## config.mk

```make
export PLATFORM = sky130hd
export DESIGN_NAME = aes_inv_mixcolumn_ctrl_flat
export DESIGN_NICKNAME = d
export VERILOG_FILES = /design/src/rtl/aes_pkg.sv /design/src/rtl/aes_inv_mixcolumn_ctrl_if.sv /design/src/rtl/aes_inv_mixcolumn.sv /design/src/rtl/aes_inv_mixcolumn_ctrl.sv /design/src/flat_wrapper.sv
export SDC_FILE = /design/constraint.sdc
export NUM_CORES = 1
export LEC_CHECK = 0
export CORE_MARGIN = 5
export CORE_UTILIZATION = 50
export DETAILED_ROUTE_END_ITERATION = 10
export PLACE_DENSITY = 0.82
export SLEW_MARGIN = 10
export SYNTH_ARGS = -nofsm -noshare
export SYNTH_HDL_FRONTEND = slang
export SYNTH_SLANG_ARGS = --single-unit
```

## constraint.sdc

```tcl
create_clock -name clk -period 4.85 [get_ports clk]
set_input_delay 0.485 -clock clk [delete_from_list [all_inputs] [get_ports clk]]
set_output_delay 0.485 -clock clk [all_outputs]
set_load 0.02 [all_outputs]
```

## src/rtl/aes_pkg.sv

```systemverilog
// Shared AES constants, column index type, controller FSM encoding and
// column extract/insert helpers.
package aes_pkg;

  localparam int unsigned AES_STATE_W  = 128;
  localparam int unsigned AES_COL_W    = 32;
  localparam int unsigned AES_NUM_COLS = 4;

  typedef logic [1:0] col_idx_t;

  typedef enum logic [1:0] {
    ST_IDLE = 2'd0,
    ST_BUSY = 2'd1,
    ST_DONE = 2'd2
  } fsm_state_t;

  // Column 0 is the most significant word of the state.
  function automatic logic [AES_COL_W-1:0] col_get(input logic [AES_STATE_W-1:0] s,
                                                  input col_idx_t c);
    logic [AES_COL_W-1:0] r;
    r = s[127:96];
    unique case (c)
      2'd0: r = s[127:96];
      2'd1: r = s[95:64];
      2'd2: r = s[63:32];
      2'd3: r = s[31:0];
      default: r = s[127:96];
    endcase
    return r;
  endfunction

  function automatic logic [AES_STATE_W-1:0] col_set(input logic [AES_STATE_W-1:0] s,
                                                    input col_idx_t c,
                                                    input logic [AES_COL_W-1:0] v);
    logic [AES_STATE_W-1:0] r;
    r = s;
    unique case (c)
      2'd0: r[127:96] = v;
      2'd1: r[95:64]  = v;
      2'd2: r[63:32]  = v;
      2'd3: r[31:0]   = v;
      default: r = s;
    endcase
    return r;
  endfunction

endpackage

```

## src/rtl/aes_inv_mixcolumn_ctrl_if.sv

```systemverilog
// Input and output valid/ready channels of the InvMixColumns sequencer.
interface aes_inv_mixcolumn_ctrl_if;
  import aes_pkg::*;

  logic                   in_valid;
  logic                   in_ready;
  logic [AES_STATE_W-1:0] in_state;
  logic                   in_bypass;
  logic                   out_valid;
  logic                   out_ready;
  logic [AES_STATE_W-1:0] out_state;

  modport master (
    output in_valid, in_state, in_bypass, out_ready,
    input  in_ready, out_valid, out_state
  );

  modport slave (
    input  in_valid, in_state, in_bypass, out_ready,
    output in_ready, out_valid, out_state
  );

endinterface

```

## src/rtl/aes_inv_mixcolumn.sv

```systemverilog
// Combinational InvMixColumns on one 32-bit column (byte 0 = MSB).
module aes_inv_mixcolumn
  import aes_pkg::*;
(
  input  logic [AES_COL_W-1:0] inv_mixcolumn_in,
  output logic [AES_COL_W-1:0] inv_mixcolumn_out
);

  function automatic logic [7:0] xt(input logic [7:0] b);
    return {b[6:0], 1'b0} ^ (b[7] ? 8'h1b : 8'h00);
  endfunction

  // GF(2^8) multiply by the fixed InvMixColumns coefficients 9, 11, 13, 14.
  function automatic logic [7:0] gm(input logic [7:0] b, input logic [3:0] k);
    logic [7:0] x2, x4, x8, r;
    x2 = xt(b);
    x4 = xt(x2);
    x8 = xt(x4);
    r  = 8'h00;
    unique case (k)
      4'd9:    r = x8 ^ b;
      4'd11:   r = x8 ^ x2 ^ b;
      4'd13:   r = x8 ^ x4 ^ b;
      4'd14:   r = x8 ^ x4 ^ x2;
      default: r = 8'h00;
    endcase
    return r;
  endfunction

  logic [7:0] a0, a1, a2, a3;

  assign a0 = inv_mixcolumn_in[31:24];
  assign a1 = inv_mixcolumn_in[23:16];
  assign a2 = inv_mixcolumn_in[15:8];
  assign a3 = inv_mixcolumn_in[7:0];

  assign inv_mixcolumn_out[31:24] = gm(a0, 4'd14) ^ gm(a1, 4'd11) ^ gm(a2, 4'd13) ^ gm(a3, 4'd9);
  assign inv_mixcolumn_out[23:16] = gm(a0, 4'd9)  ^ gm(a1, 4'd14) ^ gm(a2, 4'd11) ^ gm(a3, 4'd13);
  assign inv_mixcolumn_out[15:8]  = gm(a0, 4'd13) ^ gm(a1, 4'd9)  ^ gm(a2, 4'd14) ^ gm(a3, 4'd11);
  assign inv_mixcolumn_out[7:0]   = gm(a0, 4'd11) ^ gm(a1, 4'd13) ^ gm(a2, 4'd9)  ^ gm(a3, 4'd14);

endmodule

```

## src/rtl/aes_inv_mixcolumn_ctrl.sv

```systemverilog
// Column-serial InvMixColumns sequencer: accept a state, transform one column
// per clock through a single shared datapath, then present the result.
module aes_inv_mixcolumn_ctrl
  import aes_pkg::*;
#(
  parameter int unsigned CNT_W = 16
) (
  input  logic                      clk,
  input  logic                      rst_n,
  aes_inv_mixcolumn_ctrl_if.slave   bus,
  output logic                      busy,
  output logic [CNT_W-1:0]          blk_cnt
);

  fsm_state_t             state, state_nxt;
  logic                   in_ready_nxt, out_valid_nxt, busy_nxt;
  logic                   accept, release_blk;
  logic [AES_STATE_W-1:0] st_reg;
  logic                   byp_reg;
  col_idx_t               col;
  logic [AES_COL_W-1:0]   col_cur, col_mix, col_wr;

  // State register; handshake flags are registered copies decoded from next state.
  always_ff @(posedge clk or negedge rst_n) begin
    if (!rst_n) begin
      state         <= ST_IDLE;
      bus.in_ready  <= 1'b1;
      bus.out_valid <= 1'b0;
      busy          <= 1'b0;
    end else begin
      state         <= state_nxt;
      bus.in_ready  <= in_ready_nxt;
      bus.out_valid <= out_valid_nxt;
      busy          <= busy_nxt;
    end
  end

  always_comb begin
    state_nxt = state;
    unique case (state)
      ST_IDLE: if (bus.in_valid)  state_nxt = ST_BUSY;
      ST_BUSY: if (col == 2'd3)   state_nxt = ST_DONE;
      ST_DONE: if (bus.out_ready) state_nxt = ST_IDLE;
      default:                    state_nxt = ST_IDLE;
    endcase
  end

  always_comb begin
    in_ready_nxt  = 1'b0;
    out_valid_nxt = 1'b0;
    busy_nxt      = 1'b0;
    accept        = 1'b0;
    release_blk   = 1'b0;
    in_ready_nxt  = (state_nxt == ST_IDLE);
    out_valid_nxt = (state_nxt == ST_DONE);
    busy_nxt      = (state_nxt == ST_BUSY) || (state_nxt == ST_DONE);
    accept        = (state == ST_IDLE) && bus.in_valid;
    release_blk   = (state == ST_DONE) && bus.out_ready;
  end

  assign col_cur = col_get(st_reg, col);
  assign col_wr  = byp_reg ? col_cur : col_mix;

  aes_inv_mixcolumn u_mix (
    .inv_mixcolumn_in  (col_cur),
    .inv_mixcolumn_out (col_mix)
  );

  // Capture, per-column write-back and completed-block count.
  always_ff @(posedge clk or negedge rst_n) begin
    if (!rst_n) begin
      st_reg  <= '0;
      byp_reg <= 1'b0;
      col     <= '0;
      blk_cnt <= '0;
    end else begin
      if (accept) begin
        st_reg  <= bus.in_state;
        byp_reg <= bus.in_bypass;
        col     <= '0;
      end else if (state == ST_BUSY) begin
        st_reg <= col_set(st_reg, col, col_wr);
        col    <= col_idx_t'(col + 2'd1);
      end
      if (release_blk) blk_cnt <= blk_cnt + CNT_W'(1);
    end
  end

  assign bus.out_state = st_reg;

endmodule

```

## src/flat_wrapper.sv

```systemverilog
// flat-port wrapper written by rule: the top's interface ports become plain ports
module aes_inv_mixcolumn_ctrl_flat import aes_pkg::*;
#(
  parameter int unsigned CNT_W = 16
)
  (clk, rst_n, busy, blk_cnt, bus_in_valid, bus_in_state, bus_in_bypass, bus_out_ready, bus_in_ready, bus_out_valid, bus_out_state);
  aes_inv_mixcolumn_ctrl_if bus_i ();
  input  logic clk;
  input  logic rst_n;
  output logic busy;
  output logic [CNT_W-1:0] blk_cnt;
  input wire logic [$bits(bus_i.in_valid)-1:0] bus_in_valid;
  input wire logic [$bits(bus_i.in_state)-1:0] bus_in_state;
  input wire logic [$bits(bus_i.in_bypass)-1:0] bus_in_bypass;
  input wire logic [$bits(bus_i.out_ready)-1:0] bus_out_ready;
  output wire logic [$bits(bus_i.in_ready)-1:0] bus_in_ready;
  output wire logic [$bits(bus_i.out_valid)-1:0] bus_out_valid;
  output wire logic [$bits(bus_i.out_state)-1:0] bus_out_state;
  assign bus_i.in_valid = bus_in_valid;
  assign bus_i.in_state = bus_in_state;
  assign bus_i.in_bypass = bus_in_bypass;
  assign bus_i.out_ready = bus_out_ready;
  assign bus_in_ready = bus_i.in_ready;
  assign bus_out_valid = bus_i.out_valid;
  assign bus_out_state = bus_i.out_state;
  aes_inv_mixcolumn_ctrl #(.CNT_W(CNT_W)) u_core (.clk(clk), .rst_n(rst_n), .bus(bus_i), .busy(busy), .blk_cnt(blk_cnt));
endmodule
```

==> flow_summary.json <==
{
  "setup_viol": 0,
  "syn-num-nets": 1266,
  "avgSynthCellArea_sq_um": 9.502,
  "root_buffer": "clkbuf_16",
  "via_count": 10820,
  "crit_arrival_ps": 4950,
  "ys_types": 54,
  "hold_viol": 9,
  "holdWs_ps": -20.61,
  "drt_pre_antenna_iters": 9,
  "grt.busiest_layer": "met2",
  "cts_buffers": 17,
  "r2r_cells": 11,
  "die_area_sq_mm": 0.02440,
  "drv_cap": 0,
  "crit_buf_inv": 2,
  "met1_usage_pct": 50.11,
  "clk_pin_slew_ps": 80,
  "clock-skew-final_ps": 21.71,
  "routed_wl_mm": 47.95,
  "yosysWarningCount": 0,
  "slew_headroom_pct": 25.20,
  "drive_above_1_share_pct": 11.68,
  "diodes": 0,
  "clk_latency_ps": 450,
  "htreeDepth": 4,
  "reg2reg_to": "u_core.bus.out_state[91]",
  "netlist_area_sq_mm": 0.01069,
  "std_cell_rows": 53,
  "die_w_um": 156.2,
  "hp-class": "input pin to asynchronous set/reset pin",
  "grt_pass1_vias": 10950,
  "tightest_slew_ps": 1122,
  "grt_pass1_wl_mm": 69.88,
  "crit_family": "XOR/XNOR gates",
  "use_met2_pct": 59.21,
  "synthCells": 1125,
  "cp_slowest_stage_delay_ps": 720,
  "largest_reg_flops": 128,
  "ff2ff_setup_slack_ps": 190,
  "design.portCount": 280,
  "use_met3_pct": 15.68,
  "filler_cell_count": 1558,
  "crit_path_start_kind": "flop",
  "hold_buffers": 0,
  "post_cts_buffers": 0,
  "cts_tree": "yes",
  "crit_top_cell": "xnor3_1",
  "period_needed_ps": 4661,
  "r2r-start": "u_core.col[0]",
  "synth-seq-cells": 152,
  "finalCritPeriodShare_pct": 96.11,
  "violations": "negative hold slack",
  "cts_sinks": 152,
  "ant_nets": 0,
  "synth_area_leaders": "dfrtp_1, xnor2_1, xnor3_1",
  "place_congestion": 1.067,
  "ctsResizeCount": 0,
  "synth_flop_cell": "dfrtp_1",
  "synth_edf_count": 0,
  "crit_end": "u_core.bus.out_state[91]",
  "grt_use_total_pct": 38.89,
  "synth_top_area_share_pct": 35.35,
  "drt_iter0_markers": 1399,
  "cts.path.max_buffers": 2,
  "crit_fanout": 16,
  "synth_commonest_cells": "dfrtp_1, xnor2_1, a21oi_1, o21ai_0, nor2_1",
  "drc": 0,
  "tns_ps": 0,
  "syn2layout_area_growth_pct": 39.16,
  "synth_most_common_cell": "dfrtp_1",
  "path_class": "flop to flop",
  "crit_chain": "inv_1 > ha_1 > buf_4 > a222oi_1 > mux2i_1 > xnor3_1 > xnor3_1 > xnor3_1 > xor2_1 > mux2i_1 > o21ai_0",
  "end_kind": "flop",
  "fin_nets": 1583,
  "grt_max_degree": 111,
  "initial_utilization_pct": 50.85,
  "seq_area_frac_synth_pct": 35.59,
  "dpl.hpwl_mm": 36.88,
  "crit_path_top_delay_cell": "a222oi_1",
  "crit_start": "u_core.col[0]",
  "yosys.area.top_type": "dfrtp_1",
  "critPathRequiredTime_ps": 5140,
  "die_h_um": 156.2,
  "report.final.slew_viol_count": 0,
  "status": "complete, but fails checks",
  "fp.coreArea_sq_mm": 0.02102,
  "fmax_mhz": 214.5,
  "async_reset_ff_share_pct": 100.0,
  "numPortBuffers": 279,
  "wire_per_inst_um": 27.72,
  "rsz0062_at_grt": "no",
  "grt_antenna_before_repair": 1,
  "gr-total-overflow": 0,
  "avgViaCountPerCell": 6.254,
  "cp_num_cells": 11
}
[layout by cell type (no fill, tap or decap), drive strengths merged, types with 14 or more instances in the layout]
cell,count
mux2i,29
inv,37
o21ai,103
clkdlybuf4s50,278
xor2,59
o22ai,14
xnor2,127
clkbuf,17
a222oi,32
xnor3,46
buf,108
nand2,82
nor2,97
dfrtp,151
a21oi,126
a22oi,40
[routing by layer]
metal | routed length, um | vias to the layer above | share of wire, %
li1 | - | 4632 | -
met1 | 17890 | 5231 | 37
met2 | 21610 | 826 | 45
met3 | 6402 | 128 | 13
met4 | 2035 | 2 | 4.2
met5 | 7 | - | 0.015
[layout make-up]
cell class                 count  area [sq um]  area share (%)
tap                          275         344.1           2.313
timing repair buffer         386          3632           24.42
multi-input combinational    858          6421           43.16
inverter                      27         101.3          0.6812
sequential                   152          3805           25.58
clock buffer                  17         425.4           2.860
clock inverter                15         147.6          0.9924
[cells by family after synthesis]
group	after synthesis	share of synthesized area (%)
AOI/OAI and AO/OA	370	21.76
xor gates and xnor gates	234	25.69
adders and majority gates	8	0.9364
buffers and inverters	115	4.553
DFF	152	35.59
muxes	35	3.382
and+or+nand+nor	211	8.088
[worst register-to-register path, stage by stage (launching register included)]
cell	delay (ps)
dfrtp_1	380
inv_1	100
ha_1	440
buf_4	290
a222oi_1	720
mux2i_1	510
xnor3_1	530
xnor3_1	310
xnor3_1	400
xor2_1	160
mux2i_1	480
o21ai_0	210
[metrics by stage]
step           hold slack [ps]  cells  worst slack (ps)  instance area, sq um  util (%)
4_1_cts                  2.079   1729             328.3                 14870     70.75
6_report                -20.61   1730             188.8                 14880     70.77
3_5_place_dp             460.9   1697             362.9                 14300     68.02
5_1_grt                  16.12   1730             153.9                 14880     70.77
2_1_floorplan            189.4   1125              1460                 10690         -
3_3_place_gp             457.5   1697             402.7                 14300     68.02
[worst min path at each step]
stage	startpoint	slack, ps	endpoint	cells after the start
final	rst_n	-20	u_core.bus.out_state[80]	1
after global placement	rst_n	460	u_core.bus.out_state[80]	1
after global routing	rst_n	20	u_core.bus.out_state[48]	1
after detailed placement	rst_n	460	u_core.bus.out_state[80]	1
after floorplan	rst_n	190	u_core.blk_cnt[0]	0
after CTS	rst_n	2	u_core.bus.out_state[80]	1
Power is left out: the tool's default activity adds up to more than one toggle a clock period on the data nets, which glitch-free logic cannot reach.
